File: src/rtl/uart_cmd_parser.sv
// uart_cmd_parser
//   Parses 5-byte register-write frames received from a UART:
//     0xA5, ADDR, DHI, DLO, CHK   with CHK = ADDR ^ DHI ^ DLO
//   A good frame produces a one-cycle register write and an ACK (0x06)
//   response byte. A bad checksum produces a NAK (0x15) and bumps the
//   error counter. A frame that stalls for TIMEOUT cycles between bytes
//   is dropped silently and also bumps the error counter.
//
// Ports
//   clk, rst          clock, synchronous active-high reset
//   i_rx_done_tick    receiver strobe, i_rx_data valid
//   i_rx_data         received byte
//   i_tx_done_tick    transmitter strobe, response byte has been sent
//   o_tx_start        one-cycle transmit request
//   o_tx_data         response byte, held until the next response
//   o_wr_en           one-cycle register-write strobe
//   o_wr_addr         write address, held until the next write
//   o_wr_data         write data, held until the next write
//   o_err_cnt         saturating count of rejected frames
//   o_busy            high whenever a frame is in progress
module uart_cmd_parser #(
   parameter int DATA_BITS = 8,
   parameter int TIMEOUT   = 10_000,
   parameter int TO_BIT    = 14
) (
   input  logic                 clk,
   input  logic                 rst,
   input  logic                 i_rx_done_tick,
   input  logic [DATA_BITS-1:0] i_rx_data,
   input  logic                 i_tx_done_tick,
   output logic                 o_tx_start,
   output logic [DATA_BITS-1:0] o_tx_data,
   output logic                 o_wr_en,
   output logic [7:0]           o_wr_addr,
   output logic [15:0]          o_wr_data,
   output logic [7:0]           o_err_cnt,
   output logic                 o_busy
);

   typedef enum logic [2:0] {IDLE, ADDR, DHI, DLO, CHK, WAIT_TX} state_t;

   localparam logic [7:0] HDR = 8'hA5;
   localparam logic [7:0] ACK = 8'h06;
   localparam logic [7:0] NAK = 8'h15;

   state_t            state_q, state_d;
   logic [TO_BIT-1:0] to_cnt;
   logic [7:0]        addr_r, dhi_r, dlo_r;
   logic [7:0]        rx_byte;
   logic              expired;
   logic              lat_addr, lat_dhi, lat_dlo;
   logic              do_wr, do_resp, chk_ok, err_inc;

   // Only the low byte carries frame content.
   assign rx_byte = i_rx_data[7:0];
   assign expired = (to_cnt == TO_BIT'(TIMEOUT - 1));
   assign chk_ok  = (rx_byte == (addr_r ^ dhi_r ^ dlo_r));

   always_comb begin
      state_d  = state_q;
      lat_addr = 1'b0;
      lat_dhi  = 1'b0;
      lat_dlo  = 1'b0;
      do_wr    = 1'b0;
      do_resp  = 1'b0;
      err_inc  = 1'b0;
      // A byte on the expiry cycle wins over the timeout in every data state.
      case (state_q)
         IDLE: if (i_rx_done_tick && rx_byte == HDR) state_d = ADDR;
         ADDR: begin
            if (i_rx_done_tick) begin
               lat_addr = 1'b1;
               state_d  = DHI;
            end else if (expired) begin
               err_inc = 1'b1;
               state_d = IDLE;
            end
         end
         DHI: begin
            if (i_rx_done_tick) begin
               lat_dhi = 1'b1;
               state_d = DLO;
            end else if (expired) begin
               err_inc = 1'b1;
               state_d = IDLE;
            end
         end
         DLO: begin
            if (i_rx_done_tick) begin
               lat_dlo = 1'b1;
               state_d = CHK;
            end else if (expired) begin
               err_inc = 1'b1;
               state_d = IDLE;
            end
         end
         CHK: begin
            if (i_rx_done_tick) begin
               do_resp = 1'b1;
               do_wr   = chk_ok;
               err_inc = !chk_ok;
               state_d = WAIT_TX;
            end else if (expired) begin
               err_inc = 1'b1;
               state_d = IDLE;
            end
         end
         WAIT_TX: if (i_tx_done_tick) state_d = IDLE;
         default: state_d = IDLE;
      endcase
   end

   always_ff @(posedge clk) begin
      if (rst) begin
         state_q    <= IDLE;
         to_cnt     <= '0;
         addr_r     <= '0;
         dhi_r      <= '0;
         dlo_r      <= '0;
         o_tx_start <= 1'b0;
         o_tx_data  <= '0;
         o_wr_en    <= 1'b0;
         o_wr_addr  <= '0;
         o_wr_data  <= '0;
         o_err_cnt  <= '0;
         o_busy     <= 1'b0;
      end else begin
         state_q <= state_d;
         if (i_rx_done_tick || expired || state_q == IDLE || state_q == WAIT_TX)
            to_cnt <= '0;
         else
            to_cnt <= to_cnt + 1'b1;
         if (lat_addr) addr_r <= rx_byte;
         if (lat_dhi)  dhi_r  <= rx_byte;
         if (lat_dlo)  dlo_r  <= rx_byte;
         o_wr_en    <= do_wr;
         if (do_wr) begin
            o_wr_addr <= addr_r;
            o_wr_data <= {dhi_r, dlo_r};
         end
         o_tx_start <= do_resp;
         if (do_resp) o_tx_data <= DATA_BITS'(chk_ok ? ACK : NAK);
         if (err_inc && o_err_cnt != 8'hFF) o_err_cnt <= o_err_cnt + 1'b1;
         // Registered copy of "next state is not IDLE" so o_busy tracks state_q.
         o_busy <= (state_d != IDLE);
      end
   end

endmodule

File: config.mk
export PLATFORM = sky130hd
export DESIGN_NAME = uart_cmd_parser
export DESIGN_NICKNAME = d
export VERILOG_FILES = /design/src/rtl/uart_cmd_parser.sv
export SDC_FILE = /design/constraint.sdc
export NUM_CORES = 1
export LEC_CHECK = 0
export CELL_PAD_IN_SITES_DETAIL_PLACEMENT = 1
export CELL_PAD_IN_SITES_GLOBAL_PLACEMENT = 2
export CORE_AREA = 3 3 104 106
export CTS_CLUSTER_SIZE = 10
export DETAILED_ROUTE_END_ITERATION = 6
export DIE_AREA = 0 0 107 109
export GPL_ROUTABILITY_DRIVEN = 0
export PLACE_DENSITY = 0.8
export SYNTH_ARGS = -nofsm -noshare
export SYNTH_HDL_FRONTEND = slang
export SYNTH_SLANG_ARGS = --single-unit
export TNS_END_PERCENT = 20
File: constraint.sdc
create_clock -name clk -period 3.7 [get_ports clk]
set_clock_uncertainty 0.05 [all_clocks]
set_input_delay 0.74 -clock clk [delete_from_list [all_inputs] [get_ports clk]]
set_output_delay 0.74 -clock clk [all_outputs]
set_load 0.03 [all_outputs]
==> impl_metrics.env, run 1 <==
export IMPL_cp_end_kind="flip-flop"
export IMPL_setup_viol=0
export IMPL_fin_tns_setup_ps=0
export IMPL_start_util_pct=36.1
export IMPL_crit_type="in2reg"
export IMPL_dp_cells=544
export IMPL_grt_util_met2_pct=23.9
export IMPL_synth_warnings=0
export IMPL_via_per_inst=4.82
export IMPL_ys_flop_type="dfxtp_1"
export IMPL_clock_power_share_pct=39.3
export IMPL_clk_path_buf_depth=2
export IMPL_hold_buffers=0
export IMPL_cts_tree="yes"
export IMPL_stdcell_count=560
export IMPL_antenna_left=0
export IMPL_ys_types=50
export IMPL_wl_per_cell_microns=14.7
export IMPL_portBuffers=50
export IMPL_min_delay_path_class="reg2reg"
export IMPL_final_hold_viol_count=0
export IMPL_nNetsFinal=436
export IMPL_worstMarginPinSlew_ps=611
export IMPL_drt_drc_violations_left=0
export IMPL_combPwrFrac_pct=3.9
export IMPL_grt_ovfl_total=0
export IMPL_die_x_microns=107
export IMPL_htreeDepth=3
export IMPL_hold_depth=1
export IMPL_design_die_area_sq_um=11700
export IMPL_grt_pass1_vias=2779
export IMPL_final_cell_mix="dfxtp_1, nor2_1, clkdlybuf4s50_1"
export IMPL_die_y_microns=109
export IMPL_gr_usage_met3_pct=3.14
export IMPL_cts_root_buf="clkbuf_8"
export IMPL_netlist_top_cell_by_area="dfxtp_1"
export IMPL_clock_sinks=79
export IMPL_syn_avg_cell_area_sq_um=9.39
export IMPL_hpwlAfterDp_mm=5.85
export IMPL_yosysSeqAreaShare_pct=44.4
export IMPL_grt_busiest_layer="met2"
export IMPL_yosys_top_cells_area="dfxtp_1, mux2i_1, nor2_1"
export IMPL_cts_buffers=9
export IMPL_r2r_cells=5
export IMPL_grt_use_total_pct=15.0
export IMPL_clk_pin_slew_worst_paths_ps=80
export IMPL_fin_crit_ps=2630
export IMPL_max_freq_mhz=380
export IMPL_crit_path_max_fanout=25
export IMPL_diodes=0
export IMPL_drv_cap=0
export IMPL_vias=2700
export IMPL_power_frac_seq_pct=56.8
export IMPL_p_switching_w=0.000345
export IMPL_required_ps=3880
export IMPL_totalWireLength_mm=8.24
export IMPL_clock_latency_ps=350
export IMPL_area_growth_pct=20.1
export IMPL_rsz0062_at_grt="false"
export IMPL_ir_worst_vdd_mv=0.172
export IMPL_yosys_register_bits=79
export IMPL_cts_setup_buffers=0
export IMPL_met1_usage_pct=20.1
export IMPL_p_int_w=0.00115
export IMPL_leakagePower_nw=1.65
export IMPL_async_reset_ff_share_pct=0
export IMPL_cellPowerDensity_nw_per_um2=350
export IMPL_synth_top_area_share_pct=44.4
export IMPL_drive_gt1_share_pct=8.43
export IMPL_coreArea_sq_um=9860
export IMPL_slew_headroom_pct=59.3
export IMPL_startpoint_type="input port"
export IMPL_antenna_found_initial=0
export IMPL_num_rows=36
export IMPL_fin_worst_hold_slack_ps=399
export IMPL_switching_share_pct=23.0
export IMPL_initialDrtViolationCount=82
export IMPL_arrival_ps=2810
export IMPL_grt_max_degree=32
export IMPL_final_period_utilization_pct=71.1
export IMPL_outcome="finished, final reports clean"
export IMPL_synth_cells=379
export IMPL_syn_area_sq_um=3560
export IMPL_final_max_slew_viol_count=0
export IMPL_layout_cells_most_common="dfxtp_1"
export IMPL_synth_edff_count=0
export IMPL_cts_resized_gates=0
export IMPL_grt_pass1_wl_mm=13.9
export IMPL_drtPass1Iterations=4
export IMPL_num_io_pins=55
==> critical path, stage by stage <==
cell	delay, ps
clkdlybuf4s50_1	510
xnor2_1	190
xnor2_1	260
and4_1	310
nand3_4	410
mux2i_1	310
nor2_1	60
==> layer usage <==
metal | vias up | routed length, microns
li1 | 1344 | -
met1 | 1304 | 4090
met2 | 43 | 3760
met3 | 9 | 257
met4 | 0 | 134
met5 | - | 0
==> flip-flops by register name (all words and copies together) (netlist names) <==
name and flops:
addr_r 8, dhi_r 8, dlo_r 8, o_busy 1, o_err_cnt 8, o_tx_data 3, o_tx_start 1, o_wr_addr 8
o_wr_data 16, o_wr_en 1, state_q 3, to_cnt 14
==> power by group through the flow <==
stage / logic, W / registers, W / clock network, W
finish: 0.0000580 / 0.000850 / 0.000587
global placement: 0.0000578 / 0.000870 / 0
floorplan: 0.0000393 / 0.000870 / 0
CTS: 0.0000589 / 0.000850 / 0.000612
detailed placement: 0.0000584 / 0.000870 / 0
global route: 0.0000632 / 0.000850 / 0.000646
==> path summary, 6_finish.rpt <==
| check | startpoint | end | slack [ps] |
|---|---|---|---|
| hold reg to reg | to_cnt[0] | to_cnt[0] | 400 |
| setup / recovery | i_rx_data[1] | o_wr_data[3] | 1070 |
| hold / removal | to_cnt[0] | to_cnt[0] | 400 |
| setup reg to reg | state_q[1] | o_wr_data[3] | 1520 |
==> synthesized netlist by cell type, drive strengths merged, types with 2 or more instances <==
master  instances
dfxtp          79
nor2           74
mux2i          40
nand2          32
xnor2          28
buf            15
a21oi          12
xor2           10
nand3           8
and3            7
clkbuf          7
mux2            7
nand4           7
nor2b           5
and2b           4
and4            4
nor3            4
o22ai           4
a211oi          3
and2            3
inv             3
o21ai           3
ha              2
nand2b          2
nor4b           2
o211ai          2
or3             2
==> area by class of cell <==
type,instances,area [sq um]
Fill cell,1148,5590
Inverter,3,11.3
Clock inverter,3,17.5
Sequential cell,79,1580
Tap cell,133,166
Timing Repair Buffer,52,510
Clock buffer,13,159
Multi-Input combinational cell,277,1830
==> kinds of logic (layout without fill, tap and decap cells) <==
logic type / Yosys count / count (layout) / share of synthesized area (%)
simple gates: 159 / 159 / 22.4
flops: 79 / 79 / 44.4
mux: 47 / 47 / 13.6
xor+xnor: 38 / 38 / 9.35
compound gates: 27 / 27 / 5.03
buf+inv: 26 / 71 / 4.46
fa+ha+maj: 2 / 2 / 0.703
other cells: 1 / 4 / 0.105
==> through the flow <==
| stage | cell area (sq um) | total power, W | util [%] | worst slack [ps] |
|---|---|---|---|---|
| 2_1_floorplan | 3570 | 0.000909 | - | 1570 |
| 3_3_place_gp | 4100 | 0.000928 | 41.6 | 758 |
| 3_5_place_dp | 4100 | 0.000928 | 41.6 | 658 |
| 4_1_cts | 4280 | 0.00152 | 43.4 | 1040 |
| 5_1_grt | 4280 | 0.00156 | 43.4 | 888 |
| 6_report | 4280 | 0.00150 | 43.4 | 1070 |
Power figures use the tool's default switching activity.
==> inputs of run 2 (changes only) <==
Settings changed: CORE_AREA 3 3 104 106 to 3 3 113 115, DIE_AREA 0 0 107 109 to 0 0 116 118, PLACE_DENSITY 0.8 to 0.72.
Clock period 3.7 ns to 2.3 ns, I/O delays scaled along.
==> run 2 against run 1 <==
Net effect: count of clock-buffer cells in the layout is 3 lower; combinational power increased by 88%; critical path depth up 1; critical path type unchanged; critical endpoint is now o_err_cnt[4].
==> impl_metrics.env, run 2 (same netlist as run 1, synthesis figures left out) <==
export IMPL_outcome="finished, final reports clean"
export IMPL_fin_worst_hold_slack_ps=412
export IMPL_drt_drc_violations_left=0
export IMPL_ir_worst_vdd_mv=0.544
export IMPL_reg_top3="o_wr_data: 16 flops, to_cnt: 14 flops"
export IMPL_arrival_ps=2320
export IMPL_required_ps=2470
export IMPL_rsz0062_at_grt="false"
export IMPL_max_freq_mhz=466
export IMPL_clock_sinks=79
export IMPL_startpoint_type="input port"
export IMPL_final_max_slew_viol_count=0
export IMPL_clk_pin_slew_worst_paths_ps=60
export IMPL_grt_use_total_pct=13.8
export IMPL_cellPowerDensity_nw_per_um2=645
export IMPL_leakagePower_nw=1.83
export IMPL_grt_pass1_vias=2886
export IMPL_drive_gt1_share_pct=13.5
export IMPL_via_per_inst=4.63
export IMPL_hpwlAfterDp_mm=6.34
export IMPL_reg2reg_from="to_cnt[0]"
export IMPL_htreeDepth=3
export IMPL_nNetsFinal=460
export IMPL_rr_endpoint="o_err_cnt[6]"
export IMPL_grt_max_degree=27
export IMPL_hold_buffers=0
export IMPL_power_frac_seq_pct=45.8
export IMPL_drtPass1Iterations=3
export IMPL_start_util_pct=29.9
export IMPL_initialDrtViolationCount=135
export IMPL_num_io_pins=55
export IMPL_final_period_utilization_pct=93.2
export IMPL_min_to="to_cnt[0]"
export IMPL_largest_register_ffs=16
export IMPL_placed_area_sq_um=4310
export IMPL_clock_latency_ps=330
export IMPL_cts_buffers=9
export IMPL_p_switching_w=0.000627
export IMPL_clk_path_buf_depth=2
export IMPL_min_from="to_cnt[0]"
export IMPL_portBuffers=50
export IMPL_die_y_microns=118
export IMPL_cp_end_kind="flip-flop"
export IMPL_setup_viol=0
export IMPL_min_delay_path_class="reg2reg"
export IMPL_layout_cells_most_common="dfxtp_1"
export IMPL_die_x_microns=116
export IMPL_crit_type="in2reg"
export IMPL_area_growth_pct=30.3
export IMPL_fin_crit_ps=2140
export IMPL_cts_root_buf="clkbuf_16"
export IMPL_stdcell_area_sq_um=4640
export IMPL_design_die_area_sq_um=13700
export IMPL_p_int_w=0.00236
export IMPL_drv_cap=0
export IMPL_coreArea_sq_um=11900
export IMPL_clock_power_share_pct=50.6
export IMPL_regMostFlops="o_wr_data"
export IMPL_combPwrFrac_pct=3.6
export IMPL_final_cell_mix="dfxtp_1, nor2_1, clkdlybuf4s50_1"
export IMPL_totalWireLength_mm=8.64
export IMPL_diodes=0
export IMPL_num_rows=40
export IMPL_vias=2771
export IMPL_crit_path_max_fanout=3
export IMPL_wl_per_cell_microns=14.4
export IMPL_antenna_found_initial=0
export IMPL_hold_depth=1
export IMPL_r2r_cells=7
export IMPL_final_hold_viol_count=0
export IMPL_ff2ff_setup_slack_ps=200
export IMPL_switching_share_pct=21.0
export IMPL_grt_pass1_wl_mm=15.0
export IMPL_grt_ovfl_total=0
export IMPL_cts_tree="yes"
export IMPL_antenna_left=0
[run 2: layer usage]
layer  wire length (microns)  track usage (%)  up-vias
met2                    4050             21.8       39
met3                     291             3.96       13
met1                    4160             18.0     1315
met5                       0                0        -
met4                     139             4.50        0
li1                        -                -     1404
[run 2: power by group through the flow]
stage | Combinational (W) | Clock [W] | Sequential (W)
floorplan | 0.0000632 | 0 | 0.00140
global placement | 0.000109 | 0 | 0.00140
detailed placement | 0.000110 | 0 | 0.00140
CTS | 0.000111 | 0.00157 | 0.00137
global route | 0.000120 | 0.00162 | 0.00137
finish | 0.000109 | 0.00151 | 0.00137
[run 2: layout make-up]
class	instances	area (sq um)
clock buffer	10	229
clock inverter	6	85.1
fill	1378	7270
inverter	3	11.3
multi-input combinational	277	1830
sequential	79	1580
tap	147	184
timing repair buffer	76	716
[run 2: critical path, cell delays in order]
cell and delay, ps:
clkdlybuf4s50_1 510, xor2_1 200, xnor2_1 190, nand4_1 200
o211ai_2 250, buf_4 150, a211oi_2 50, mux2_1 300
[run 2: timing repair]
item | 4_1_cts | 5_1_grt
gates resized for setup | 0 | 0
buffers inserted | 0 | 2
setup endpoints to repair | 0 | 1
[run 2: how the worst max path moves through the flow]
stage	startpoint	to	slack, ps	depth (start not counted)
6_report	i_rx_data[6]	o_err_cnt[4]	160	8
5_1_grt	i_rx_data[6]	o_err_cnt[0]	4	7
4_1_cts	i_rx_data[6]	o_err_cnt[0]	130	7
3_5_place_dp	i_rx_data[6]	o_err_cnt[0]	-240	7
3_3_place_gp	i_rx_data[6]	o_err_cnt[0]	-180	7
2_1_floorplan	o_err_cnt[2]	o_err_cnt[0]	330	6
[run 2: through the flow]
step           util [%]  power [W]  TNS, ps  setup slack [ps]  instances
5_1_grt            38.9    0.00311        0              4.33        598
2_1_floorplan         -    0.00146        0               335        382
4_1_cts            38.8    0.00305        0               125        596
3_5_place_dp       36.2    0.00151    -3490              -239        580
6_report           38.9    0.00299        0               156        598
3_3_place_gp       36.2    0.00151    -1820              -178        580
